### src/rtl/riscv_mem_arbiter_pkg.sv
// Shared constants for the IF/MEM memory-bus arbiter: state encodings,
// timer width and the words returned when an access times out.
package riscv_mem_arbiter_pkg;

  localparam int unsigned ARB_DW = 32;
  localparam int unsigned ARB_TW = 8;

  localparam logic [1:0] ARB_IDLE = 2'd0;
  localparam logic [1:0] ARB_IF   = 2'd1;
  localparam logic [1:0] ARB_D    = 2'd2;

  localparam logic [31:0] ARB_IF_ERR_WORD = 32'h0000_0013;
  localparam logic [31:0] ARB_D_ERR_WORD  = 32'h0000_0000;

endpackage

### src/rtl/riscv_mem_arbiter_if.sv
// Fetch, load/store and memory-bus signals of the arbiter; the slave view
// belongs to the arbiter, the master view to the core/memory side.
interface riscv_mem_arbiter_if #(
  parameter int unsigned DW = 32
);
  logic          if_req_i;
  logic [DW-1:0] if_addr_i;
  logic [DW-1:0] if_data_o;
  logic          if_ack_o;
  logic          d_rd_i;
  logic          d_wr_i;
  logic [DW-1:0] d_addr_i;
  logic [DW-1:0] d_wdata_i;
  logic [DW-1:0] d_rdata_o;
  logic          d_ack_o;
  logic          mem_req_o;
  logic          mem_we_o;
  logic [DW-1:0] mem_addr_o;
  logic [DW-1:0] mem_wdata_o;
  logic [DW-1:0] mem_rdata_i;
  logic          mem_ack_i;
  logic          if_stall_o;
  logic          d_stall_o;
  logic          err_o;

  modport slave (
    input  if_req_i, if_addr_i, d_rd_i, d_wr_i, d_addr_i, d_wdata_i,
           mem_rdata_i, mem_ack_i,
    output if_data_o, if_ack_o, d_rdata_o, d_ack_o, mem_req_o, mem_we_o,
           mem_addr_o, mem_wdata_o, if_stall_o, d_stall_o, err_o
  );

  modport master (
    output if_req_i, if_addr_i, d_rd_i, d_wr_i, d_addr_i, d_wdata_i,
           mem_rdata_i, mem_ack_i,
    input  if_data_o, if_ack_o, d_rdata_o, d_ack_o, mem_req_o, mem_we_o,
           mem_addr_o, mem_wdata_o, if_stall_o, d_stall_o, err_o
  );
endinterface

### src/rtl/riscv_mem_arbiter_timer.sv
// Access watchdog: cleared on grant, counts ack-less cycles, flags TIMEOUT.
module riscv_arb_timer
  import riscv_mem_arbiter_pkg::*;
#(
  parameter int unsigned TIMEOUT = 15
) (
  input  logic clk_i,
  input  logic rst_i,
  input  logic i_clr,
  input  logic i_en,
  output logic o_done
);
  localparam logic [ARB_TW-1:0] LP_LIMIT = ARB_TW'(TIMEOUT);

  logic [ARB_TW-1:0] r_cnt;

  always_ff @(posedge clk_i or posedge rst_i) begin
    if (rst_i) begin
      r_cnt <= '0;
    end else if (i_clr) begin
      r_cnt <= '0;
    end else if (i_en) begin
      r_cnt <= r_cnt + 1'b1;
    end
  end

  assign o_done = (r_cnt == LP_LIMIT);
endmodule

### src/rtl/riscv_mem_arbiter.sv
// Single-port memory bus arbiter between IF fetch and MEM load/store,
// data first, with per-requester stalls and a timeout abort.
module riscv_mem_arbiter
  import riscv_mem_arbiter_pkg::*;
#(
  parameter int unsigned   DW          = ARB_DW,
  parameter int unsigned   TIMEOUT     = 15,
  parameter logic [DW-1:0] IF_ERR_WORD = DW'(ARB_IF_ERR_WORD),
  parameter logic [DW-1:0] D_ERR_WORD  = DW'(ARB_D_ERR_WORD)
) (
  input logic                clk_i,
  input logic                rst_i,
  riscv_mem_arbiter_if.slave bus
);
  logic [1:0]    r_state;
  logic          r_if_ack;
  logic          r_d_ack;
  logic          r_err;
  logic          r_mem_we;
  logic [DW-1:0] r_mem_addr;
  logic [DW-1:0] r_mem_wdata;
  logic [DW-1:0] r_if_data;
  logic [DW-1:0] r_d_rdata;

  logic w_d_req;
  logic w_busy;
  logic w_grant_d;
  logic w_grant_if;
  logic w_done;
  logic w_finish;

  // A requester whose ack is currently pulsing still shows its old request.
  assign w_d_req    = bus.d_rd_i | bus.d_wr_i;
  assign w_busy     = (r_state != ARB_IDLE);
  assign w_grant_d  = !w_busy && w_d_req && !r_d_ack;
  assign w_grant_if = !w_busy && !w_grant_d && bus.if_req_i && !r_if_ack;
  assign w_finish   = w_busy && (bus.mem_ack_i || w_done);

  riscv_arb_timer #(
    .TIMEOUT(TIMEOUT)
  ) u_timer (
    .clk_i  (clk_i),
    .rst_i  (rst_i),
    .i_clr  (w_grant_d | w_grant_if),
    .i_en   (w_busy && !bus.mem_ack_i && !w_done),
    .o_done (w_done)
  );

  always_ff @(posedge clk_i or posedge rst_i) begin
    if (rst_i) begin
      r_state     <= ARB_IDLE;
      r_if_ack    <= 1'b0;
      r_d_ack     <= 1'b0;
      r_err       <= 1'b0;
      r_mem_we    <= 1'b0;
      r_mem_addr  <= '0;
      r_mem_wdata <= '0;
      r_if_data   <= '0;
      r_d_rdata   <= '0;
    end else begin
      r_if_ack <= 1'b0;
      r_d_ack  <= 1'b0;
      case (r_state)
        ARB_IDLE: begin
          if (w_grant_d) begin
            r_state     <= ARB_D;
            r_mem_addr  <= bus.d_addr_i;
            r_mem_wdata <= bus.d_wdata_i;
            r_mem_we    <= bus.d_wr_i;
          end else if (w_grant_if) begin
            r_state    <= ARB_IF;
            r_mem_addr <= bus.if_addr_i;
            r_mem_we   <= 1'b0;
          end
        end
        ARB_IF: begin
          if (w_finish) begin
            r_state   <= ARB_IDLE;
            r_if_ack  <= 1'b1;
            r_if_data <= bus.mem_ack_i ? bus.mem_rdata_i : IF_ERR_WORD;
            if (!bus.mem_ack_i) r_err <= 1'b1;
          end
        end
        ARB_D: begin
          if (w_finish) begin
            r_state <= ARB_IDLE;
            r_d_ack <= 1'b1;
            if (!r_mem_we) r_d_rdata <= bus.mem_ack_i ? bus.mem_rdata_i : D_ERR_WORD;
            if (!bus.mem_ack_i) r_err <= 1'b1;
          end
        end
        default: r_state <= ARB_IDLE;
      endcase
    end
  end

  // The request drops in the timeout cycle itself; a late ack there still wins.
  assign bus.mem_req_o   = w_busy && !w_done;
  assign bus.mem_we_o    = r_mem_we;
  assign bus.mem_addr_o  = r_mem_addr;
  assign bus.mem_wdata_o = r_mem_wdata;
  assign bus.if_data_o   = r_if_data;
  assign bus.if_ack_o    = r_if_ack;
  assign bus.d_rdata_o   = r_d_rdata;
  assign bus.d_ack_o     = r_d_ack;
  assign bus.err_o       = r_err;
  assign bus.if_stall_o  = bus.if_req_i & ~r_if_ack;
  assign bus.d_stall_o   = w_d_req & ~r_d_ack;
endmodule

### src/flat_wrapper.sv
// flat-port wrapper written by rule: the top's interface ports become plain ports
module riscv_mem_arbiter_flat import riscv_mem_arbiter_pkg::*;
#(
  parameter int unsigned   DW          = ARB_DW,
  parameter int unsigned   TIMEOUT     = 15,
  parameter logic [DW-1:0] IF_ERR_WORD = DW'(ARB_IF_ERR_WORD),
  parameter logic [DW-1:0] D_ERR_WORD  = DW'(ARB_D_ERR_WORD)
)
  (clk_i, rst_i, bus_if_req_i, bus_if_addr_i, bus_d_rd_i, bus_d_wr_i, bus_d_addr_i, bus_d_wdata_i, bus_mem_rdata_i, bus_mem_ack_i, bus_if_data_o, bus_if_ack_o, bus_d_rdata_o, bus_d_ack_o, bus_mem_req_o, bus_mem_we_o, bus_mem_addr_o, bus_mem_wdata_o, bus_if_stall_o, bus_d_stall_o, bus_err_o);
  riscv_mem_arbiter_if #(.DW(DW)) bus_i ();
  input logic clk_i;
  input logic rst_i;
  input wire logic [$bits(bus_i.if_req_i)-1:0] bus_if_req_i;
  input wire logic [$bits(bus_i.if_addr_i)-1:0] bus_if_addr_i;
  input wire logic [$bits(bus_i.d_rd_i)-1:0] bus_d_rd_i;
  input wire logic [$bits(bus_i.d_wr_i)-1:0] bus_d_wr_i;
  input wire logic [$bits(bus_i.d_addr_i)-1:0] bus_d_addr_i;
  input wire logic [$bits(bus_i.d_wdata_i)-1:0] bus_d_wdata_i;
  input wire logic [$bits(bus_i.mem_rdata_i)-1:0] bus_mem_rdata_i;
  input wire logic [$bits(bus_i.mem_ack_i)-1:0] bus_mem_ack_i;
  output wire logic [$bits(bus_i.if_data_o)-1:0] bus_if_data_o;
  output wire logic [$bits(bus_i.if_ack_o)-1:0] bus_if_ack_o;
  output wire logic [$bits(bus_i.d_rdata_o)-1:0] bus_d_rdata_o;
  output wire logic [$bits(bus_i.d_ack_o)-1:0] bus_d_ack_o;
  output wire logic [$bits(bus_i.mem_req_o)-1:0] bus_mem_req_o;
  output wire logic [$bits(bus_i.mem_we_o)-1:0] bus_mem_we_o;
  output wire logic [$bits(bus_i.mem_addr_o)-1:0] bus_mem_addr_o;
  output wire logic [$bits(bus_i.mem_wdata_o)-1:0] bus_mem_wdata_o;
  output wire logic [$bits(bus_i.if_stall_o)-1:0] bus_if_stall_o;
  output wire logic [$bits(bus_i.d_stall_o)-1:0] bus_d_stall_o;
  output wire logic [$bits(bus_i.err_o)-1:0] bus_err_o;
  assign bus_i.if_req_i = bus_if_req_i;
  assign bus_i.if_addr_i = bus_if_addr_i;
  assign bus_i.d_rd_i = bus_d_rd_i;
  assign bus_i.d_wr_i = bus_d_wr_i;
  assign bus_i.d_addr_i = bus_d_addr_i;
  assign bus_i.d_wdata_i = bus_d_wdata_i;
  assign bus_i.mem_rdata_i = bus_mem_rdata_i;
  assign bus_i.mem_ack_i = bus_mem_ack_i;
  assign bus_if_data_o = bus_i.if_data_o;
  assign bus_if_ack_o = bus_i.if_ack_o;
  assign bus_d_rdata_o = bus_i.d_rdata_o;
  assign bus_d_ack_o = bus_i.d_ack_o;
  assign bus_mem_req_o = bus_i.mem_req_o;
  assign bus_mem_we_o = bus_i.mem_we_o;
  assign bus_mem_addr_o = bus_i.mem_addr_o;
  assign bus_mem_wdata_o = bus_i.mem_wdata_o;
  assign bus_if_stall_o = bus_i.if_stall_o;
  assign bus_d_stall_o = bus_i.d_stall_o;
  assign bus_err_o = bus_i.err_o;
  riscv_mem_arbiter #(.DW(DW), .TIMEOUT(TIMEOUT), .IF_ERR_WORD(IF_ERR_WORD), .D_ERR_WORD(D_ERR_WORD)) u_core (.clk_i(clk_i), .rst_i(rst_i), .bus(bus_i));
endmodule
### config.mk
export PLATFORM = sky130hd
export DESIGN_NAME = riscv_mem_arbiter_flat
export DESIGN_NICKNAME = d
export VERILOG_FILES = /design/src/rtl/riscv_mem_arbiter_pkg.sv /design/src/rtl/riscv_mem_arbiter_if.sv /design/src/rtl/riscv_mem_arbiter_timer.sv /design/src/rtl/riscv_mem_arbiter.sv /design/src/flat_wrapper.sv
export SDC_FILE = /design/constraint.sdc
export NUM_CORES = 1
export LEC_CHECK = 0
export CAP_MARGIN = 20
export CORE_MARGIN = 2
export CORE_UTILIZATION = 43
export CTS_BUF_LIST = sky130_fd_sc_hd__clkbuf_2 sky130_fd_sc_hd__clkbuf_4 sky130_fd_sc_hd__clkbuf_8
export CTS_CLUSTER_DIAMETER = 40
export DETAILED_ROUTE_END_ITERATION = 6
export HOLD_SLACK_MARGIN = 0.02
export MAX_ROUTING_LAYER = met4
export PLACE_DENSITY = 0.86
export SLEW_MARGIN = 20
export SYNTH_ARGS = -nofsm -noshare
export SYNTH_HDL_FRONTEND = slang
export SYNTH_HIERARCHICAL = 1
export SYNTH_SLANG_ARGS = --single-unit
### constraint.sdc
create_clock -name clk_i -period 5.5 [get_ports clk_i]
set_input_delay 0.825 -clock clk_i [delete_from_list [all_inputs] [get_ports clk_i]]
set_output_delay 0.825 -clock clk_i [all_outputs]
set_load 0.01 [all_outputs]
==> impl_metrics.tcl <==
set metrics [dict create \
    run_status "completed" \
    yosysWarnings 6 \
    setup.worst_path.end_class "output port" \
    power_leakage_nw 3.83 \
    gr-total-overflow 0 \
    row_count 42 \
    finalCritPeriodShare_pct 57.1 \
    whs_path_depth 2 \
    dp_hpwl_um 12100 \
    finish.net_count 926 \
    regToRegStartpoint "u_core/r_state[0]" \
    cts.repair_timing.setup_buffer_count 0 \
    globalplace.congestion 0.826 \
    fmax_mhz 318 \
    die_width_um 120 \
    grt_max_degree 67 \
    cts_tree "built" \
    die_span_y_um 120 \
    layout-drive-gt1-share_pct 13.1 \
    crit_path_max_fanout 4 \
    cts_hold_buf 0 \
    fin_setup_tns_ns 0 \
    boundaryPins 269 \
    post_cts_resized 0 \
    cts_htree_levels 4 \
    post_synth_main_area_contributors "dfrtp_1 (61%), nand2_1 (8.5%), mux2_2 (6.2%), o21ai_0 (5.8%), o21ai_2 (4.1%)" \
    wl_um 16300 \
    cellPowerDensity_nw_per_um2 561 \
    postLayoutCoreUtil_pct 67.6 \
    clock-skew-final_ns 0.0148 \
    clock_sinks 142 \
    synthesis.nets 670 \
    worst-endpoint-arrival_ns 2.32 \
    synth_sequential_area_ratio_pct 61.2 \
    setup_failing_eps_final 0 \
    ir_drop_uv 358 \
    hold-path-endpoint "u_core/bus.d_rdata_o[2]" \
    fin_hold_ws_ns 0.477 \
    timing.max_cap.violations 0 \
    worst_hold_startpoint "u_core/bus.d_rdata_o[2]" \
    clock_pin_transition_on_the_worst_setup_and_hold_timing_paths_ns 0.07 \
    final-hold-violation-count 0 \
    mostFrequentLayoutCells "clkdlybuf4s50_1 (268), dfrtp_1 (142), nand2_1 (132)" \
    antennaDiodeCount 0 \
    clock-root-buffer "clkbuf_8" \
    worst-endpoint-required_ns 4.68 \
    slew-limit-headroom_pct 37.1 \
    route.detailed.drc 0 \
    sequential_cell_area_sq_um 3550 \
    slew_violations 0 \
    hold_class "reg -> reg" \
    cp-start-kind "input pin" \
    grt_first_pass_wirelength_um 25500 \
    start_util_pct 43.9 \
    drt.antenna.violating_nets 0 \
    post_synth_instance_area_sq_um 5810 \
    rr_worst_depth 6 \
    timing.reg2reg.setup_slack_ns 2.68 \
    setup.worst_path.class "in -> out" \
    yosys_register_bits 142 \
    drt_pass1_iterations 7 \
    n_fill_cell 1008 \
    clk_latency_worst_skew_pair_ns 0.43 \
    core_area_sq_um 13200 \
    post_synth.cell_area_avg_sq_um 10.9 \
    timing.rr.end "u_core/bus.mem_wdata_o[17]" \
    synth.largest_area_cell "dfrtp_1" \
    layout.cells.most_common "clkdlybuf4s50_1" \
    die-area_sq_um 14500 \
    number_of_distinct_standard_cells_referenced_by_the_synthesized_netlist 35 \
    grt_pass1_vias 5115 \
    routedWlPerCell_um 16.6 \
    initial_antenna_violation_count 0 \
    drt-initial-drc-count 268 \
    vias_per_cell 5.02 \
    detailroute.via_count 4905 \
    io_buffer_count 268 \
    synth_cells 532 \
    critical_path.startpoint "bus_if_req_i" \
    clock_path_buffers 2 \
    cts_made_buffers 17 \
    post-synth-top-area-fraction_pct 61.2 \
    worst_slew_pin_slew_ns 0.942 \
    finalCriticalPeriod_ns 3.14 \
    area_growth_pct 54.2 \
    multi_input_area_sq_um 2020 \
    grt_usage_pct 23.2 \
    overall_power_consumption_mw 5.02 \
    setup_repair_after_global_routing_missed_its_margin "false" \
]
==> logic make-up (layout without fill, tap and decap cells) <==
family / count (synthesis) / after routing / share of synthesized area, %
AOI/OAI and AO/OA: 143 / 143 / 15.5
xor gates and xnor gates: 4 / 4 / 0.603
adders and majority gates: 4 / 4 / 0.862
buffers and inverters: 48 / 317 / 4.50
DFF: 142 / 142 / 61.2
muxes: 33 / 33 / 6.38
and+or+nand+nor: 158 / 158 / 11.0
==> area by class of cell <==
type	instances	area share (%)
Sequential cell	142	39.7
Timing Repair Buffer	275	30.5
Multi-Input combinational cell	342	22.5
Clock buffer	20	3.07
Tap cell	176	2.46
Clock inverter	12	1.31
Inverter	10	0.447
==> where the power goes <==
part	internal (mW)	total (mW)	switching, mW
clock	0.434	0.814	0.380
sequential	1.53	1.79	0.265
combinational	1.29	2.42	1.12
total	3.26	5.02	1.77
==> sequential cells by signal (all words and copies together) (netlist names) <==
name / count
u_core/bus.d_ack_o: 1
u_core/bus.d_rdata_o: 32
u_core/bus.err_o: 1
u_core/bus.if_ack_o: 1
u_core/bus.if_data_o: 32
u_core/bus.mem_addr_o: 32
u_core/bus.mem_wdata_o: 32
u_core/bus.mem_we_o: 1
u_core/r_state: 2
u_core/u_timer/r_cnt: 8
==> worst max-delay path, cell delays in order <==
cell and delay, ns:
clkdlybuf4s50_1 0.45, nor2b_1 0.40, clkdlybuf4s50_1 0.64
==> metrics by stage <==
stage	instances	worst slack, ns	area [sq um]
2_1_floorplan	532	1.09	5810
3_3_place_gp	945	2.15	8560
3_5_place_dp	945	2.03	8560
4_1_cts	977	2.32	8960
5_1_grt	977	2.31	8960
6_report	977	2.36	8960
==> metal layers <==
layer | global-route usage, % | vias to the layer above | wire length (um)
met3 | 5.75 | 36 | 850
met1 | 25.7 | 2362 | 6240
met4 | 9.30 | 0 | 448
li1 | - | 2348 | -
met2 | 40.4 | 159 | 8710
met5 | - | - | 0
==> synthesized netlist by cell type (all sizes together) <==
master   number
o22ai        32
a41o          1
or4b          1
xor2          3
nor2b         1
and4          1
a22oi         1
buf          24
inv          10
nor3b         1
clkbuf       14
o21ai       100
a21oi         3
o2111ai       1
nor2         11
or3           3
mux2         32
mux2i         1
o32ai         1
o21bai        1
a22o          1
nor4          1
ha            4
o211ai        2
nand4         4
dfrtp       142
nand2       132
xnor2         1
nand3         2
nor3          1
==> worst max-delay path by stage <==
stage	endpoint	cells after the start
after floorplan	u_core/bus.d_ack_o	1
after global placement	u_core/bus.mem_wdata_o[31]	6
after detailed placement	u_core/bus.mem_wdata_o[31]	6
after CTS	bus_if_stall_o	3
after global routing	bus_if_stall_o	3
final	bus_if_stall_o	3
Power figures use the tool's default switching activity.
==> variant (same settings) <==
Reset style: synchronous (`rst_i`), changed in 2 clocked blocks.
--- a/src/rtl/riscv_mem_arbiter_timer.sv
+++ b/src/rtl/riscv_mem_arbiter_timer.sv
@@ -15,5 +15,5 @@
   logic [ARB_TW-1:0] r_cnt;
 
-  always_ff @(posedge clk_i or posedge rst_i) begin
+  always_ff @(posedge clk_i) begin
     if (rst_i) begin
       r_cnt <= '0;
--- a/src/rtl/riscv_mem_arbiter.sv
+++ b/src/rtl/riscv_mem_arbiter.sv
@@ -47,5 +47,5 @@
   );
 
-  always_ff @(posedge clk_i or posedge rst_i) begin
+  always_ff @(posedge clk_i) begin
     if (rst_i) begin
       r_state     <= ARB_IDLE;
Behaviour: differs if rst_i is asserted again (counterexample within 4 cycles, from zero or initial values and one cycle with rst_i high); with rst_i held inactive, the same outputs for 4 cycles.
==> variant against the original RTL <==
- largest cell class unchanged
- clock power grew 23%
- sequential power decreased by 27%
- highest routed layer unchanged
- critical path type is now reg -> out
- power fell by 30%
- count of clock-buffer cells in the layout increased by 2
- design area rose by 2.2%
- sequential share of layout area decreased by 8.6 points
- synthesized area increased by 3.5%
- routed wire length up 22%
- worst setup slack lost 0.35 ns
- critical path depth grew 2
- sequential cell count unchanged
==> variant: results (changes against the original RTL) <==
.. list-table::
   :header-rows: 1

   * - Metric
     - Value
   * - Outcome
     - completed (unchanged)
   * - Total wire length after detailed routing
     - 19.8 mm (was 16.3 mm)
   * - Area share of fa/ha/maj cells after synthesis
     - 0.832% (was 0.862%)
   * - HP Start
     - u_core/bus.mem_wdata_o[15] (was u_core/bus.d_rdata_o[2])
   * - Largest net degree at the start of global routing
     - 68 (was 67)
   * - Routed met1 length
     - 8.27 mm (was 6.24 mm)
   * - Internal power component
     - 2.34 mW (was 3.26 mW)
   * - Sequential cell area share
     - 31.1% (was 39.7%)
   * - Mapped Avg Cell Area
     - 8.48 sq um (was 10.9 sq um)
   * - Synth top area cells
     - dfxtp_1 (47%), a21oi_1 (8.4%), o21ai_0 (5.4%), o311ai_0 (4.7%), o32ai_1 (4.7%) (was dfrtp_1 (61%), nand2_1 (8.5%), mux2_2 (6.2%), o21ai_0 (5.8%), o21ai_2 (4.1%))
   * - Multi-input gate share of the layout cell area
     - 30.4% (was 22.5%)
   * - Signal inverters
     - 12 (was 10)
   * - Wire length of the first global-routing pass
     - 30.5 mm (was 25.5 mm)
   * - Endpoint of the worst register-to-register path
     - u_core/u_timer/r_cnt[0] (was u_core/bus.mem_wdata_o[17])
   * - Hold Slack
     - 0.475 ns (was 0.477 ns)
   * - Register area share after synthesis
     - 47.3% (was 61.2%)
   * - Max IR drop VDD
     - 0.173 mV (was 0.358 mV)
   * - Total leakage power
     - 3.14 nW (was 3.83 nW)
   * - Number of buffers outside the clock class in the layout
     - 278 (was 275)
   * - Initial DRC count
     - 582 (was 268)
   * - Arrival @ worst endpoint
     - 2.67 ns (was 2.32 ns)
   * - Crit. Startpoint
     - u_core/r_state[0] (was bus_if_req_i)
   * - M3 GR Usage
     - 5.62% (was 5.75%)
   * - Number of vias in the routed layout
     - 6338 (was 4905)
   * - Half-perimeter wire length of the detailed placement result
     - 12.8 mm (was 12.1 mm)
   * - Transition time at the pin with the least slew margin
     - 0.963 ns (was 0.942 ns)
   * - GR met2 Demand/Resource
     - 41.9% (was 40.4%)
   * - Met3 Routed Length
     - 1.35 mm (was 850 microns)
   * - Endpoint of the worst setup timing path
     - bus_mem_req_o (was bus_if_stall_o)
   * - Most common library cells after synthesis
     - dfxtp_1 (142), a21oi_1 (101), nand2_1 (66) (was dfrtp_1 (142), nand2_1 (132), o21ai_0 (67))
   * - Global-route usage over all layers
     - 26.4% (was 23.2%)
   * - Critical path's slowest cell
     - ha_2 (was clkdlybuf4s50_1)
   * - Multi-input combinational gate total
     - 471 (was 342)
   * - Ratio of routed vias to standard cells
     - 5.68 (was 5.02)
   * - Non-clock buffer share of cell area
     - 30.3% (was 30.5%)
   * - Biggest fanout along the worst timing path
     - 41 (was 4)
   * - Most instantiated flip-flop cell in the synthesis netlist
     - dfxtp_1 (was dfrtp_1)
   * - Clock-cell share of area
     - 5.29% (was 4.39%)
   * - Xor/xnor share of the synthesized area
     - 0.583% (was 0.603%)
variant: cell types whose count changed in the layout (fill, tap and decap cells not counted), sizes merged, moves of 33 or more:
cell	before	now
o21ai	100	65
a21oi	3	101
nand2	132	67
nand3	2	35
dfrtp	142	0
dfxtp	0	142
variant: metrics by stage:
| step | power [mW] | utilization, % | worst slack (ns) |
|---|---|---|---|
| 3_3_place_gp | 2.51 | 62.7 | 2.20 |
| 2_1_floorplan | 1.96 | - | 3.28 |
| 3_5_place_dp | 2.52 | 62.8 | 2.26 |
| 5_1_grt | 3.69 | 66.5 | 1.83 |
| 4_1_cts | 3.52 | 66.3 | 1.98 |
| 6_report | 3.52 | 66.5 | 2.01 |
variant: power by group through the flow:
stage,Combinational (mW),Sequential [mW],Clock (mW)
floorplan,0.600,1.36,0
global placement,1.19,1.31,0
detailed placement,1.20,1.32,0
CTS,1.21,1.29,1.02
global route,1.32,1.32,1.05
finish,1.23,1.30,0.998
